<file path="config.mk">
export PLATFORM = sky130hd
export DESIGN_NAME = pool_port_arbiter
export DESIGN_NICKNAME = d
export VERILOG_FILES = /design/src/rtl/pool_port_arbiter_pkg.sv /design/src/rtl/pool_port_mux.sv /design/src/rtl/pool_port_arbiter.sv
export SDC_FILE = /design/constraint.sdc
export NUM_CORES = 1
export LEC_CHECK = 0
export CAP_MARGIN = 20
export CORE_MARGIN = 2
export CORE_UTILIZATION = 35
export CTS_BUF_LIST = sky130_fd_sc_hd__clkbuf_4
export CTS_CLUSTER_SIZE = 40
export DETAILED_ROUTE_END_ITERATION = 16
export PLACE_DENSITY = 0.87
export RECOVER_POWER = 100
export SLEW_MARGIN = 0
export SYNTH_ARGS = -nofsm -noshare
export SYNTH_HDL_FRONTEND = slang
export SYNTH_SLANG_ARGS = --single-unit
</file>
<file path="constraint.sdc">
create_clock -name clock -period 3.3 [get_ports clock]
set_input_delay 0.66 -clock clock [delete_from_list [all_inputs] [get_ports clock]]
set_output_delay 0.66 -clock clock [all_outputs]
set_load 0.01 [all_outputs]
</file>
<file path="src/rtl/pool_port_arbiter_pkg.sv">
// pool_port_arbiter_pkg: shared state/grant encoding and default widths.
// Revision 1.0
`default_nettype none

package pool_port_arbiter_pkg;

  localparam int DEFAULT_ADDR_WIDTH = 10;

  // The arbiter state doubles as the 2-bit grant for the port mux.
  typedef enum logic [1:0] {
    IDLE    = 2'd0,
    PRODUCE = 2'd1,
    DRAIN   = 2'd2,
    CONSUME = 2'd3
  } arb_state_t;

endpackage

`default_nettype wire

</file>
<file path="src/rtl/pool_port_mux.sv">
// pool_port_mux: zero-latency 2:1 pool memory port mux, zero-gated when no requester owns the ports.
// Revision 1.0
`default_nettype none

module pool_port_mux
  import pool_port_arbiter_pkg::*;
#(
  parameter int ADDR_WIDTH = DEFAULT_ADDR_WIDTH
) (
  input  arb_state_t            grant,
  input  logic [ADDR_WIDTH-1:0] prod_addr_a,
  input  logic [ADDR_WIDTH-1:0] prod_addr_b,
  input  logic                  prod_rden_a,
  input  logic                  prod_rden_b,
  input  logic                  prod_wren_a,
  input  logic                  prod_wren_b,
  input  logic [ADDR_WIDTH-1:0] cons_addr_a,
  input  logic [ADDR_WIDTH-1:0] cons_addr_b,
  input  logic                  cons_rden_a,
  input  logic                  cons_rden_b,
  output logic [ADDR_WIDTH-1:0] use_addr_a,
  output logic [ADDR_WIDTH-1:0] use_addr_b,
  output logic                  use_rden_a,
  output logic                  use_rden_b,
  output logic                  use_wren_a,
  output logic                  use_wren_b
);

  always_comb begin
    use_addr_a = '0;
    use_addr_b = '0;
    use_rden_a = 1'b0;
    use_rden_b = 1'b0;
    use_wren_a = 1'b0;
    use_wren_b = 1'b0;
    case (grant)
      PRODUCE: begin
        use_addr_a = prod_addr_a;
        use_addr_b = prod_addr_b;
        use_rden_a = prod_rden_a;
        use_rden_b = prod_rden_b;
        use_wren_a = prod_wren_a;
        use_wren_b = prod_wren_b;
      end
      // The consumer is read-only, so write strobes stay low here.
      CONSUME: begin
        use_addr_a = cons_addr_a;
        use_addr_b = cons_addr_b;
        use_rden_a = cons_rden_a;
        use_rden_b = cons_rden_b;
      end
      default: begin
      end
    endcase
  end

endmodule

`default_nettype wire

</file>
<file path="src/rtl/pool_port_arbiter.sv">
// pool_port_arbiter: per-frame producer/drain/consumer sequencing of the shared pool memory ports.
// Revision 1.0
`default_nettype none

module pool_port_arbiter
  import pool_port_arbiter_pkg::*;
#(
  parameter int ADDR_WIDTH      = DEFAULT_ADDR_WIDTH,
  parameter int DRAIN_CYCLES    = 2,
  parameter int FRAME_CNT_WIDTH = 8
) (
  input  logic                       clock,
  input  logic                       reset,
  input  logic                       start,
  input  logic                       continuous,
  input  logic                       prod_done,
  input  logic                       cons_done,
  input  logic [ADDR_WIDTH-1:0]      prod_addr_a,
  input  logic [ADDR_WIDTH-1:0]      prod_addr_b,
  input  logic                       prod_rden_a,
  input  logic                       prod_rden_b,
  input  logic                       prod_wren_a,
  input  logic                       prod_wren_b,
  input  logic [ADDR_WIDTH-1:0]      cons_addr_a,
  input  logic [ADDR_WIDTH-1:0]      cons_addr_b,
  input  logic                       cons_rden_a,
  input  logic                       cons_rden_b,
  output logic [ADDR_WIDTH-1:0]      use_addr_a,
  output logic [ADDR_WIDTH-1:0]      use_addr_b,
  output logic                       use_rden_a,
  output logic                       use_rden_b,
  output logic                       use_wren_a,
  output logic                       use_wren_b,
  output logic                       prod_enable,
  output logic                       cons_enable,
  output logic                       busy,
  output logic [FRAME_CNT_WIDTH-1:0] frame_count,
  output logic                       err
);

  localparam logic [3:0] DRAIN_LOAD = 4'(DRAIN_CYCLES - 1);

  arb_state_t state;
  arb_state_t state_next;
  logic [3:0] drain_cnt;
  logic [3:0] drain_cnt_next;
  logic       frame_done;
  logic       prod_strobe;
  logic       cons_strobe;
  logic       err_event;

  always_ff @(posedge clock) begin
    if (reset) begin
      state     <= IDLE;
      drain_cnt <= '0;
    end else begin
      state     <= state_next;
      drain_cnt <= drain_cnt_next;
    end
  end

  always_comb begin
    state_next     = state;
    drain_cnt_next = drain_cnt;
    frame_done     = 1'b0;
    case (state)
      IDLE: begin
        if (start) state_next = PRODUCE;
      end
      PRODUCE: begin
        if (prod_done) begin
          state_next     = DRAIN;
          drain_cnt_next = DRAIN_LOAD;
        end
      end
      DRAIN: begin
        if (drain_cnt == 4'd0) state_next = CONSUME;
        else                   drain_cnt_next = drain_cnt - 4'd1;
      end
      CONSUME: begin
        if (cons_done) begin
          frame_done = 1'b1;
          state_next = continuous ? PRODUCE : IDLE;
        end
      end
      default: state_next = IDLE;
    endcase
  end

  // Any strobe or done pulse from a requester that does not own the ports is a protocol error.
  assign prod_strobe = prod_rden_a | prod_rden_b | prod_wren_a | prod_wren_b;
  assign cons_strobe = cons_rden_a | cons_rden_b;
  assign err_event   = ((prod_strobe | prod_done) && (state != PRODUCE)) ||
                       ((cons_strobe | cons_done) && (state != CONSUME));

  always_ff @(posedge clock) begin
    if (reset) begin
      frame_count <= '0;
      err         <= 1'b0;
    end else begin
      if (frame_done) frame_count <= frame_count + FRAME_CNT_WIDTH'(1);
      if (err_event)  err <= 1'b1;
    end
  end

  assign prod_enable = (state == PRODUCE);
  assign cons_enable = (state == CONSUME);
  assign busy        = (state != IDLE);

  pool_port_mux #(
    .ADDR_WIDTH (ADDR_WIDTH)
  ) u_mux (
    .grant       (state),
    .prod_addr_a (prod_addr_a),
    .prod_addr_b (prod_addr_b),
    .prod_rden_a (prod_rden_a),
    .prod_rden_b (prod_rden_b),
    .prod_wren_a (prod_wren_a),
    .prod_wren_b (prod_wren_b),
    .cons_addr_a (cons_addr_a),
    .cons_addr_b (cons_addr_b),
    .cons_rden_a (cons_rden_a),
    .cons_rden_b (cons_rden_b),
    .use_addr_a  (use_addr_a),
    .use_addr_b  (use_addr_b),
    .use_rden_a  (use_rden_a),
    .use_rden_b  (use_rden_b),
    .use_wren_a  (use_wren_a),
    .use_wren_b  (use_wren_b)
  );

endmodule

`default_nettype wire

</file>
==> results by stage, run 1 <==
Status:
- The flow ran to the end, and the final reports show no timing, DRC or antenna violations.

Critical path:
- The startpoint identified for the worst register-to-register timing path is state[1].
- The type of the setup path with the least slack is reg2out.
- The capturing point of the worst reg2reg path is state[0].
- The worst setup path is captured at an output port.
- The number of cells traversed by the worst register-to-register path is 6.
- On the critical path, the stage with the largest delay is an instance of clkdlybuf4s50_1.
- Data on the critical path is required at its endpoint by 2.64 ns.
- The path length in cells of the critical path is 5.
- The arrival time of data at the critical path endpoint is 2.30 ns.
- The maximum single-stage delay on the critical path is 0.56 ns.
- The biggest fanout along the worst timing path is 17.
- The kind of cell with the highest combined delay on the critical path is buffers and inverters.
- The critical path goes through inv_1 > ha_1 > clkbuf_2 > a22o_1 > clkdlybuf4s50_1.
- The worst setup path is launched from a register.
- The number of buffers and inverters on the critical path is 3.
- For flop-to-flop paths, the worst setup slack is 1.28 ns.

Power and ir drop:
- The leakage power total is slightly below 0.0008 uW.
- VDD sags by at most between 0.3 and 0.4 mV.
- The power density normalized to cell area is 502 nW/um^2.
- Per report_power, the clock group accounts for 11.1% of the total.
- In this run the power spent charging and discharging nets is between 300 and 400 uW.
- Of the total power, registers draw ~23%.
- Of the total power, the share spent switching nets is 37.3%.
- The internal power summed over all cells is 615 uW.
- The design draws approximately 1000 uW.
- Combinational logic burns 65.8% of the power.

Synth:
- The flip-flop cell with the highest count after synthesis is dfxtp_1.
- The synthesized cell area is 1040 sq um.
- In the synthesized netlist the async set-or-reset flop fraction comes to 0%.
- Yosys instantiated no cell more often than a22o_1.
- Synthesis inferred 15 register bits.
- The count of synthesis-stage warnings from yosys is 0.
- Dividing the synthesized area by the synthesized cell count gives 8.12 sq um.
- Of the total synthesized cell area, the portion taken by AND, OR, NAND and NOR gates is 21.8%.
- The count of flip-flops with a built-in enable after synthesis is 0.
- The synthesized instance count is ~130.
- The total nets after synthesis is about 190.
- The portion of the post-synthesis area used by sequential elements is 28.9%.
- The xor-xnor portion of the synthesized cell area is 5.05%.
- The leading area contributor after synthesis is dfxtp_1.
- The dominant combinational cell family by area after synthesis is compound AO/OA/AOI/OAI gates.
- After Yosys synthesis, full adders, half adders and majority gates account for between 8 and 9% of the synthesized area.
- Sorting the synthesized cells by area gives the leading types as dfxtp_1 (29%), a22o_1 (19%), ha_1 (8.4%).
- Measured against the total synthesized area, the mux share comes to 0%.
- The proportion of netlist area held by the largest area contributor is 28.9%.
- Summing the areas of all compound-gate instances in the mapped netlist gives 29.8% of the synthesized area.
- The unique cell type count in the Yosys netlist is 30.
- After synthesis, the most frequently instantiated cells are a22o_1 (22), dfxtp_1 (15), nor2_1 (11).

Die:
- The number of placement rows is 19.
- In this run the standard cell core region covers between 2000 and 3000 sq um.
- The horizontal die dimension is 58.5 um.
- The die is 58.5 um tall.
- Pin placement for this block handled 88 I/O pins.
- The die covers 3420 sq um.
- The initial utilization of the core area, before any placement, comes to 37.4%.

Global routing:
- The first global-routing pass estimated 5.84 mm of wire.
- The initial antenna violation count was 0.
- Entering global routing, the biggest net connects 29 pins.
- The remaining global-route overflow is 0.
- Global routing used 21.6% of the available tracks.
- The number of global-route vias before repair is between 1000 and 1500.

Timing:
- The setup-violating endpoint count in the final report is 0.
- The final number of hold-violating endpoints is 0.
- Hold timing on the final database bottoms out at a slack of a little under 0.5 ns.
- On the final layout, the worst clock skew is 0.00517 ns.
- Setup repair after global routing left no endpoint under its margin.
- The worst max-slew margin expressed relative to the limit is 60.8%.
- The final critical-path required period is 2.96 ns.
- At the pin with the least slew margin, the transition time is 0.586 ns.
- After routing, the total negative slack on setup checks comes to 0 ns.
- The achievable clock frequency is 0.338 GHz.
- The count of pins over their slew limit is 0.
- The period utilization is 89.7%.

Worst hold path:
- In this run the worst hold path is classified as reg2reg.
- The startpoint identified for the worst hold timing path is err.
- The instance count along the most critical hold path is 2.
- The terminating pin of the worst hold path is err.

Final layout:
- The net count of the finished layout is roughly 270.
- The post-route netlist has under 10% of its cells at a drive strength greater than 1.
- Cells fill 70.1% of the core in the end.
- With fillers left out, the area of the finished cells amounts to about 2000 sq um.
- The total of fill cells in the finished design is 230.
- The number of diodes added for antenna fixing is 0.
- The area added between synthesis and finish is 87.6%.

Route:
- The remaining routing DRC violations is 0.
- The per-cell via count in the routed design is about 5.3.
- Detailed routing inserted a total of between 1000 and 1500 vias.
- The first TritonRoute pass finished after 4 iterations.
- The wire length after detailed routing is 3.68 mm.
- After detailed routing, the average wire length per cell comes to 15.1 um.
- The violation count after the first detailed-routing iteration is 33.
- In this run the remaining antenna-violating nets after routing total 0.

Placement:
- The placed wire-length estimate is 2.98 mm.
- The weighted congestion reported at the end of routability-driven placement is 0.743.
- Input and output buffers added on the ports amount to 87.
- Once placement finished, the instance area stood at 1930 sq um.

Clock network:
- The TritonCTS clock tree is yes.
- The H-tree depth is 1.
- The insertion delay to the later sink of the worst-skew pair is about 0.27 ns.
- For this design, the CTS-stage hold fixing added 0 buffers.
- The clock buffer count from CTS is 3.
- The total of cells resized after clock tree synthesis is 0.
- The clock-pin slew of the registers on the worst-case setup and hold paths is 0.09 ns.
- The longest clock path from root to sink contains 2 buffers.
- Clock tree synthesis found a total of 15 sinks.
- Clock tree synthesis selected as its root buffer the cell clkbuf_4.
- Buffers added to address setup during post-CTS repair amount to 0.

Flow run:
- The count of max-cap constraint violations is 0.
per-layer routing:
metal | share of wire, % | global-route usage (%) | up-vias
met5 | 0 | 0 | -
li1 | - | - | 636
met4 | 1.6 | 7.31 | 0
met3 | 4.8 | 2.86 | 8
met1 | 40 | 26.9 | 599
met2 | 53 | 38.0 | 34
power groups by stage:
stage	combinational, uW	clock (uW)	sequential (uW)
5_1_grt	710	120	231
3_3_place_gp	644	0	229
4_1_cts	672	113	226
3_5_place_dp	670	0	231
6_report	645	109	226
2_1_floorplan	345	0	227
kinds of logic after synthesis:
| family | after synthesis |
|---|---|
| simple gates | 43 |
| buf+inv | 16 |
| xor+xnor | 6 |
| flops | 15 |
| compound gates | 41 |
| fa+ha+maj | 7 |
worst reg2reg max path, delay by kind of cell, from the launching register on:
kind	cells	cell delay, ns
fa+ha+maj	1	0.42
flops	1	0.34
compound gates	3	0.63
buf+inv	1	0.13
simple gates	1	0.42
cells in the final DEF (no fill, tap or decap), types with 2 or more instances in the layout:
cell             synthesis  final
nand2_1                  6      6
xnor2_1                  3      3
a21oi_1                  9      9
a22o_1                  22     22
ha_1                     7      7
nor2b_1                  1      2
nand4_1                  4      4
clkbuf_4                 0      4
and2_0                   0      3
dlygate4sd3_1            0     18
clkbuf_2                 0      2
nand3_1                  2      2
inv_1                    7      7
nor3_1                   6      6
or3_1                    4      4
clkdlybuf4s50_1          0     69
xor2_1                   3      3
dfxtp_1                 15     15
o21ai_0                  2      4
nor2_1                  11     11
stage by stage:
stage,setup slack (ns),instances
finish,0.341,243
global route,0.176,243
CTS,0.447,243
detailed placement,0.766,239
global placement,0.834,239
floorplan,1.34,128
worst max path at each step:
| stage | end | slack, ns | startpoint |
|---|---|---|---|
| 6_report | use_addr_b[7] | 0.34 | state[1] |
| 5_1_grt | use_addr_a[5] | 0.18 | state[1] |
| 4_1_cts | use_addr_a[2] | 0.45 | state[1] |
| 3_5_place_dp | use_addr_a[2] | 0.77 | state[1] |
| 3_3_place_gp | use_rden_b | 0.83 | cons_rden_b |
| 2_1_floorplan | use_addr_a[1] | 1.34 | state[1] |
registers in the layout, indices dropped and copies added, names as in the netlist:
register	count
drain_cnt	4
err	1
frame_count	8
state	2
cell type report:
class                      instances  area (sq um)  area share [%]
timing repair buffer              89           881            45.2
inverter                           7          26.3            1.35
clock buffer                       4          30.0            1.54
tap                               31          38.8            1.99
multi-input combinational         97           674            34.6
sequential                        15           300            15.4
No activity file was read; power rests on OpenSTA's default activity.
==> run 2, diff against run 1 <==
--- a/config.mk
+++ b/config.mk
@@ -7,11 +7,11 @@
 export LEC_CHECK = 0
 export CAP_MARGIN = 20
 export CORE_MARGIN = 2
-export CORE_UTILIZATION = 35
-export CTS_BUF_LIST = sky130_fd_sc_hd__clkbuf_4
+export CORE_UTILIZATION = 34
+export CTS_BUF_LIST = sky130_fd_sc_hd__clkbuf_16
 export CTS_CLUSTER_SIZE = 40
 export DETAILED_ROUTE_END_ITERATION = 16
-export PLACE_DENSITY = 0.87
+export PLACE_DENSITY = 0.85
 export RECOVER_POWER = 100
 export SLEW_MARGIN = 0
 export SYNTH_ARGS = -nofsm -noshare
==> run 2 against run 1 <==
- global-route usage down 2.4 points
- die area up 2.7%
- sequential power about the same
- critical endpoint is now use_wren_b
- first-iteration DRC count up 39%
==> results by stage, run 2 (synthesis results as in run 1) <==
Worst hold path:
- The terminating pin of the worst hold path is err.
- The critical hold path startpoint is err.
- The class of the most critical hold timing path is reg2reg.
- The instance count along the most critical hold path came to 2 (unchanged).

Clock network:
- The cts-stage hold buffer count is 0 (unchanged).
- TritonCTS built the clock tree.
- The worst-case clock buffer depth is 2 (unchanged).
- The clock buffer count from CTS was 3 (unchanged).
- The clock-pin slew of the registers on the worst-case setup and hold paths is 0.05 ns (-0.04 ns).
- The insertion delay to the later sink of the worst-skew pair was 0.24 ns (-0.03 ns).
- The H-tree depth is 1 (unchanged).
- CTS placed an instance of clkbuf_16 at the clock tree root.
- The buffers inserted during post-CTS setup optimization was 0 (unchanged).
- The total number of clock tree sinks is 15 (unchanged).
- The total of cells resized after clock tree synthesis is 0 (unchanged).

Global routing:
- The total global routing track utilization came to 19.2% (-2.4 points).
- The pin count of the biggest net entering global routing is 25 (-14%).
- The number of global-route vias before repair came to 1125 (-11%).
- The initial antenna violation count is 0 (unchanged).
- The remaining global-route overflow is 0 (unchanged).
- The global-route wire length before repair is 5.14 mm (-12%).

Critical path:
- The startpoint identified for the worst register-to-register timing path is state[1].
- The worst path buffer plus inverter count is 3 (unchanged).
- The maximum single-stage delay on the critical path is 0.62 ns (+0.06 ns).
- The number of cells traversed by the worst register-to-register path came to 7 (+1).
- The signal on the critical path passes through inv_1 > ha_1 > buf_4 > and2_1 > dlygate4sd3_1.
- The kind of cell with the highest combined delay on the critical path is buffers and inverters.
- The slowest stage of the critical path belongs to the cell dlygate4sd3_1.
- The arrival time of data at the critical path endpoint is 2.04 ns (-0.26 ns).
- The capturing point of the worst reg2reg path is state[0].
- The biggest fanout along the worst timing path is 24 (+7).
- The worst setup path is captured at an output port.
- The register-to-register setup slack is 1.24 ns (-0.04 ns).
- The required time of the worst setup path came to 2.64 ns (about the same).
- The critical path in this run is classified as reg2out.
- STA classifies the critical path startpoint as a register.

Final layout:
- Compared with the post-synthesis result, the final layout area differs by 93.7%.
- The net count of the finished layout is 273 (+0.37%).
- The largest registers in the layout are frame_count (8), drain_cnt (4), state (2).
- frame_count holds more flip-flops than any other register.
- The number of diodes added for antenna fixing was 0 (unchanged).
- The number of flip-flops under the largest register name was 8 (unchanged).
- Leaving out fill and tap cells, the most frequent cell in the layout is clkdlybuf4s50_1.
- The fraction of final layout cells with drive strength greater than 1 is 3.76% (-0.018 points).
- The top cell types in the final layout, fill and taps aside, are clkdlybuf4s50_1 (49), dlygate4sd3_1 (38), a22o_1 (22).

Power and ir drop:
- The share of power burned in registers is 21.0% (-2.0 points).
- The clock share of power is 21.2% (+10 points).
- The power density normalized to cell area is 538 nW/um^2 (+7.1%).
- The largest voltage drop on the vdd net is 0.381 mV (+11%).
- The share of total power consumed by net switching was 35.4% (-1.9 points).
- The leakage power total was 0.000877 uW (+11%).
- The power dissipated by switching net loads is 383 uW (+5.0%).
- The internal power summed over all cells came to 701 uW (+14%).
- The combinational share of power came to 57.7% (-8.1 points).

Die:
- The standard cell core area came to 2980 sq um (+7.1%).
- The top-level I/O count was 88 (unchanged).
- The horizontal die dimension was 59.3 um (+1.4%).
- The number of placement rows came to 20 (+1).
- The die footprint is 3520 sq um (+2.7%).
- The effective utilization at floorplan came to 34.9% (-2.5 points).
- The height of the chip is 59.3 um (+1.4%).

Route:
- The remaining number of nets flagged by the antenna check after routing came to 0 (unchanged).
- The via count is 1305 (+2.2%).
- The number of iterations in the first detailed-routing pass is 4 (unchanged).
- The wire length after detailed routing is 3.66 mm (-0.49%).
- The remaining routing DRC violations was 0 (unchanged).
- The per-cell via count in the routed design is 5.30 (+0.95%).
- The violation count after the first detailed-routing iteration is 46 (+39%).
- The post-detailed-route wirelength per cell was 14.9 um (-1.7%).

Flow run:
- The count of max-cap constraint violations is 0 (unchanged).

Timing:
- The final number of hold-violating endpoints was 0 (unchanged).
- The count of pins over their slew limit was 0 (unchanged).
- The worst-case clock skew is 0.000479 ns (-0.00470 ns).
- The hold slack was 0.476 ns (-0.0149 ns).
- The setup-violating endpoint count in the final report came to 0 (unchanged).
- The actual slew at the worst max-slew pin is 0.587 ns (+0.00161 ns).
- The period utilization is 81.8% (-7.9 points).
- Setup repair after global routing left no endpoint under its margin.
- The final critical-path required period is 2.70 ns (-0.260 ns).
- The achievable clock frequency is 0.371 GHz (+9.6%).
- The total negative slack for setup checks came to 0 ns (unchanged).
- The worst max-slew margin expressed relative to the limit is 60.7% (-0.10 points).

Placement:
- The weighted congestion reported at the end of routability-driven placement is 0.801 (+7.7%).
- The placed wire-length estimate came to 2.98 mm (about the same).
- The number of buffer cells added on primary ports is 87 (unchanged).

Status:
- The run finished with clean final reports.
[run 2: worst max-delay path by stage]
stage,cells past startpoint,endpoint,from,slack [ns]
after floorplan,5,use_addr_a[1],state[1],1.34
after global placement,3,use_rden_a,cons_rden_a,0.83
after detailed placement,3,use_rden_a,cons_rden_a,0.80
after CTS,5,use_rden_a,state[1],0.65
after global routing,5,use_wren_b,state[1],0.48
final,5,use_wren_b,state[1],0.60
[run 2: power by group through the flow]
stage          Sequential (uW)  Clock, uW  Combinational [uW]
3_5_place_dp               231          0                 671
4_1_cts                    228        235                 673
5_1_grt                    230        242                 678
6_report                   228        230                 626
2_1_floorplan              227          0                 345
3_3_place_gp               228          0                 644
[run 2: per-stage QoR]
step	cells	power, uW	instance area (sq um)	utilization, %	setup slack [ns]
finish	246	1080	2010	67.6	0.601
CTS	246	1140	2020	67.7	0.653
floorplan	128	572	1040	-	1.34
global route	246	1150	2010	67.6	0.482
global placement	242	872	1940	65.1	0.831
detailed placement	242	902	1940	65.1	0.797
[run 2: final cells by class]
class / instances / area, sq um
Fill cell: 237 / 963
Timing Repair Buffer: 90 / 893
Multi-Input combinational cell: 97 / 674
Sequential cell: 15 / 300
Clock buffer: 3 / 75.1
Tap cell: 33 / 41.3
Inverter: 7 / 26.3
Clock inverter: 1 / 3.75
[run 2: tightest hold or removal path: stages, from the launching register on]
cell,delay [ns]
dfxtp_1,0.32
nor3_1,0.05
nor2_1,0.07
[run 2: routing by layer]
layer  share of wire (%)  track usage [%]  vias to the layer above
met3                 5.6             4.15                        5
met2                  54             34.7                       46
met1                  39             21.8                      614
li1                    -                -                      640
met4                 1.1             7.14                        0
met5                   0                0                        -
==> run 3, diff against run 2 <==
--- a/config.mk
+++ b/config.mk
@@ -7,11 +7,11 @@
 export LEC_CHECK = 0
 export CAP_MARGIN = 20
 export CORE_MARGIN = 2
-export CORE_UTILIZATION = 34
+export CORE_UTILIZATION = 29
 export CTS_BUF_LIST = sky130_fd_sc_hd__clkbuf_16
 export CTS_CLUSTER_SIZE = 40
 export DETAILED_ROUTE_END_ITERATION = 16
-export PLACE_DENSITY = 0.85
+export PLACE_DENSITY = 0.77
 export RECOVER_POWER = 100
 export SLEW_MARGIN = 0
 export SYNTH_ARGS = -nofsm -noshare
==> constraint.sdc (replaced) <==
create_clock -name clock -period 2.3 [get_ports clock]
set_input_delay 0.46 -clock clock [delete_from_list [all_inputs] [get_ports clock]]
set_output_delay 0.46 -clock clock [all_outputs]
set_load 0.01 [all_outputs]
==> run 3 against run 2 <==
- sequential power grew 46%
- critical endpoint is now use_addr_b[6]
- critical path depth shrank 1
- combinational power grew 54%
- register-to-register slack lost 0.72 ns
- worst hold slack gained 0.018 ns
- final area grew 2.6%
- first-iteration DRC count shrank 43%
- core utilization shrank 6.7 points
==> results by stage, run 3 (synthesis results as in run 1) <==
Status:
- The flow ran to the end, and the final reports show no timing, DRC or antenna violations.

Route:
- The post-detailed-route wirelength per cell is 14.0 um (-6.1%).
- The routed length on met2 came to 1.72 mm (-14%).
- The total met3 wirelength after detailed routing is 319 um (+55%).
- The topmost layer with routed signal wires is met4.
- The remaining number of nets flagged by the antenna check after routing is 0 (unchanged).
- The number of iterations in the first detailed-routing pass is 4 (unchanged).
- The via count is 1278 (-2.1%).
- The remaining routing DRC violations is 0 (unchanged).
- The wire length after detailed routing is 3.65 mm (-0.33%).
- The per-cell via count in the routed design came to 4.90 (-7.7%).
- The violation count after the first detailed-routing iteration is 26 (-43%).
- The routed length on met1 is 1.56 mm (+10%).

Die:
- The number of placement rows is 21 (+5.0%).
- The top-level I/O count came to 88 (unchanged).
- The die footprint is 4080 sq um (+16%).
- The standard cell core area is 3390 sq um (+14%).
- The effective utilization at floorplan is 30.7% (-4.2 points).
- The horizontal die dimension was 63.9 um (+7.7%).
- The height of the chip is 63.9 um (+7.7%).

Critical path:
- The startpoint identified for the worst register-to-register timing path is state[0].
- The maximum single-stage delay on the critical path was 0.55 ns (-0.07 ns).
- The critical path is of the reg2out type.
- The required time of the worst setup path is 1.84 ns (-0.80 ns).
- The nature of the critical path endpoint is an output port.
- The register-to-register setup slack is 0.52 ns (-0.72 ns).
- The largest individual stage delay along the critical path comes from the cell clkdlybuf4s50_1.
- The arrival time of data at the critical path endpoint is 1.74 ns (-0.30 ns).
- Walking the worst path, the cells encountered are ha_1 > buf_8 > a22o_1 > clkdlybuf4s50_1.
- The number of cells traversed by the worst register-to-register path was 6 (-1).
- The capturing point of the worst reg2reg path is drain_cnt[2].
- The kind of start point of the critical path is a register.
- The biggest fanout along the worst timing path is 19 (-21%).

Final layout:
- The area of the multi-input gates is 682 sq um (+1.1%).
- The number of flip-flops under the largest register name is 8 (unchanged).
- The flip-flop and latch area is 300 sq um (unchanged).
- The total of fill cells in the finished design is 293 (+24%).
- The area growth from synthesis to layout is 98.8%.
- The net count of the finished layout was 275 (+0.73%).
- Leaving out fill and tap cells, the most frequent cells in the layout are clkdlybuf4s50_1 (74), a22o_1 (22), dfxtp_1 (15).
- The fraction of final layout cells with drive strength greater than 1 is 5.12% (+1.4 points).
- In the final layout, the registers with the most flip-flops are frame_count (8), drain_cnt (4), state (2).
- The number of diodes added for antenna fixing is 0 (unchanged).
- The final instance area is 2070 sq um (+2.6%).
- The largest register by flop count is frame_count.
- The most common cell after layout, fill and taps aside is clkdlybuf4s50_1.

Worst hold path:
- The worst hold path terminates at err.
- The instance count along the most critical hold path came to 2 (unchanged).
- The critical hold path startpoint is err.
- The worst hold path belongs to the class reg2reg.

Timing:
- The final critical-path required period is 2.20 ns.
- The worst max-slew margin expressed relative to the limit was 69.5% (+8.8 points).
- The final number of hold-violating endpoints is 0 (unchanged).
- Setup repair after global routing left no endpoint under its margin.
- The setup-violating endpoint count in the final report is 0 (unchanged).
- The total negative slack for setup checks is 0 ns (unchanged).
- Derived from the worst setup path, the maximum achievable clock frequency is 0.454 GHz.
- The actual slew at the worst max-slew pin is 0.454 ns (-0.133 ns).
- The worst-case clock skew is 0.00258 ns (+0.00210 ns).
- After layout, the worst path uses between 90% and 100% of the clock period.
- The count of pins over their slew limit is 0 (unchanged).

Clock network:
- The clock root buffer master is clkbuf_16.
- The insertion delay to the later sink of the worst-skew pair is 0.24 ns (about the same).
- The cts-stage hold buffer count is 0 (unchanged).
- The TritonCTS clock tree is yes.
- The total number of clock tree sinks is 15 (unchanged).
- The clock buffer count from CTS is 3 (unchanged).
- The worst-case clock buffer depth is 2 (unchanged).
- The H-tree depth came to 1 (unchanged).
- The buffers inserted during post-CTS setup optimization came to 0 (unchanged).
- The clock-pin slew of the registers on the worst-case setup and hold paths came to 0.05 ns (about the same).

Power and ir drop:
- The largest voltage drop on the vdd net is 0.483 mV (+27%).
- The power density normalized to cell area was 787 nW/um^2 (+46%).
- The leakage power total is 0.000823 uW (-6.2%).

Global routing:
- The pin count of the biggest net entering global routing is 20 (-20%).
- The initial antenna violation count is 0 (unchanged).
- The remaining global-route overflow came to 0 (unchanged).
- The global-route wire length before repair is 5.55 mm (+7.9%).
- The number of global-route vias before repair is 1177 (+4.6%).
- The total global routing track utilization came to 16.8% (-2.4 points).

Placement:
- The number of buffer cells added on primary ports was 87 (unchanged).
- The weighted congestion reported at the end of routability-driven placement is 0.797 (-0.42%).
- The placed wire-length estimate is 2.83 mm (-5.1%).
- The cell area reported after detailed placement is 1970 sq um (+1.6%).

Flow run:
- The count of max-cap constraint violations was 0 (unchanged).
==> run 3: worst max-delay path by stage <==
stage                      startpoint       endpoint  slack, ns  cells after the start
after floorplan              state[1]  use_addr_a[1]       0.54                      5
after global placement    prod_wren_b     use_wren_b       0.23                      3
after detailed placement  cons_rden_a     use_rden_a       0.23                      3
after CTS                    state[1]     use_wren_b       0.02                      5
after global routing         state[1]  use_addr_b[6]      0.001                      4
final                        state[1]  use_addr_b[6]        0.1                      4
==> run 3: report_power, final <==
part	internal [uW]	total, uW	switching (uW)
registers	297	332	35.6
clock network	229	327	97.0
logic	552	967	415
total	1080	1630	547
==> run 3: layout make-up <==
cell class / instances / area share, %
multi-input cells: 97 / 33.0
flip-flops and latches: 15 / 14.5
well taps: 46 / 2.78
clock inverters: 1 / 0.182
inverters: 7 / 1.27
repair buffers: 92 / 44.6
clock buffers: 3 / 3.63
==> run 3: what timing repair did <==
action	in CTS	in global routing
gates cloned	0	0
setup endpoints to repair	8	23
resized for setup	2	6
endpoints found under the hold margin	0	0
==> run 3: critical path: cells and delay by family, from the launching register on <==
kind	cells	cell delay, ns
flops	1	0.39
compound gates	1	0.15
fa+ha+maj	1	0.23
buf+inv	2	0.73
==> run 3: stage by stage <==
step	std cells	power [uW]	setup WS (ns)	utilization [%]	hold slack, ns
after global routing	261	1740	0.00148	61.0	0.537
after CTS	261	1620	0.0165	60.5	0.504
after floorplan	128	821	0.536	-	0.475
final	261	1630	0.0985	61.0	0.494
after detailed placement	257	1290	0.225	58.1	0.470
after global placement	257	1290	0.234	58.1	0.461
==> run 3: per-layer routing <==
metal	vias to the layer above	global-route usage (%)
met4	0	4.89
met3	4	4.93
met5	-	0
li1	648	-
met2	58	28.8
met1	568	20.3
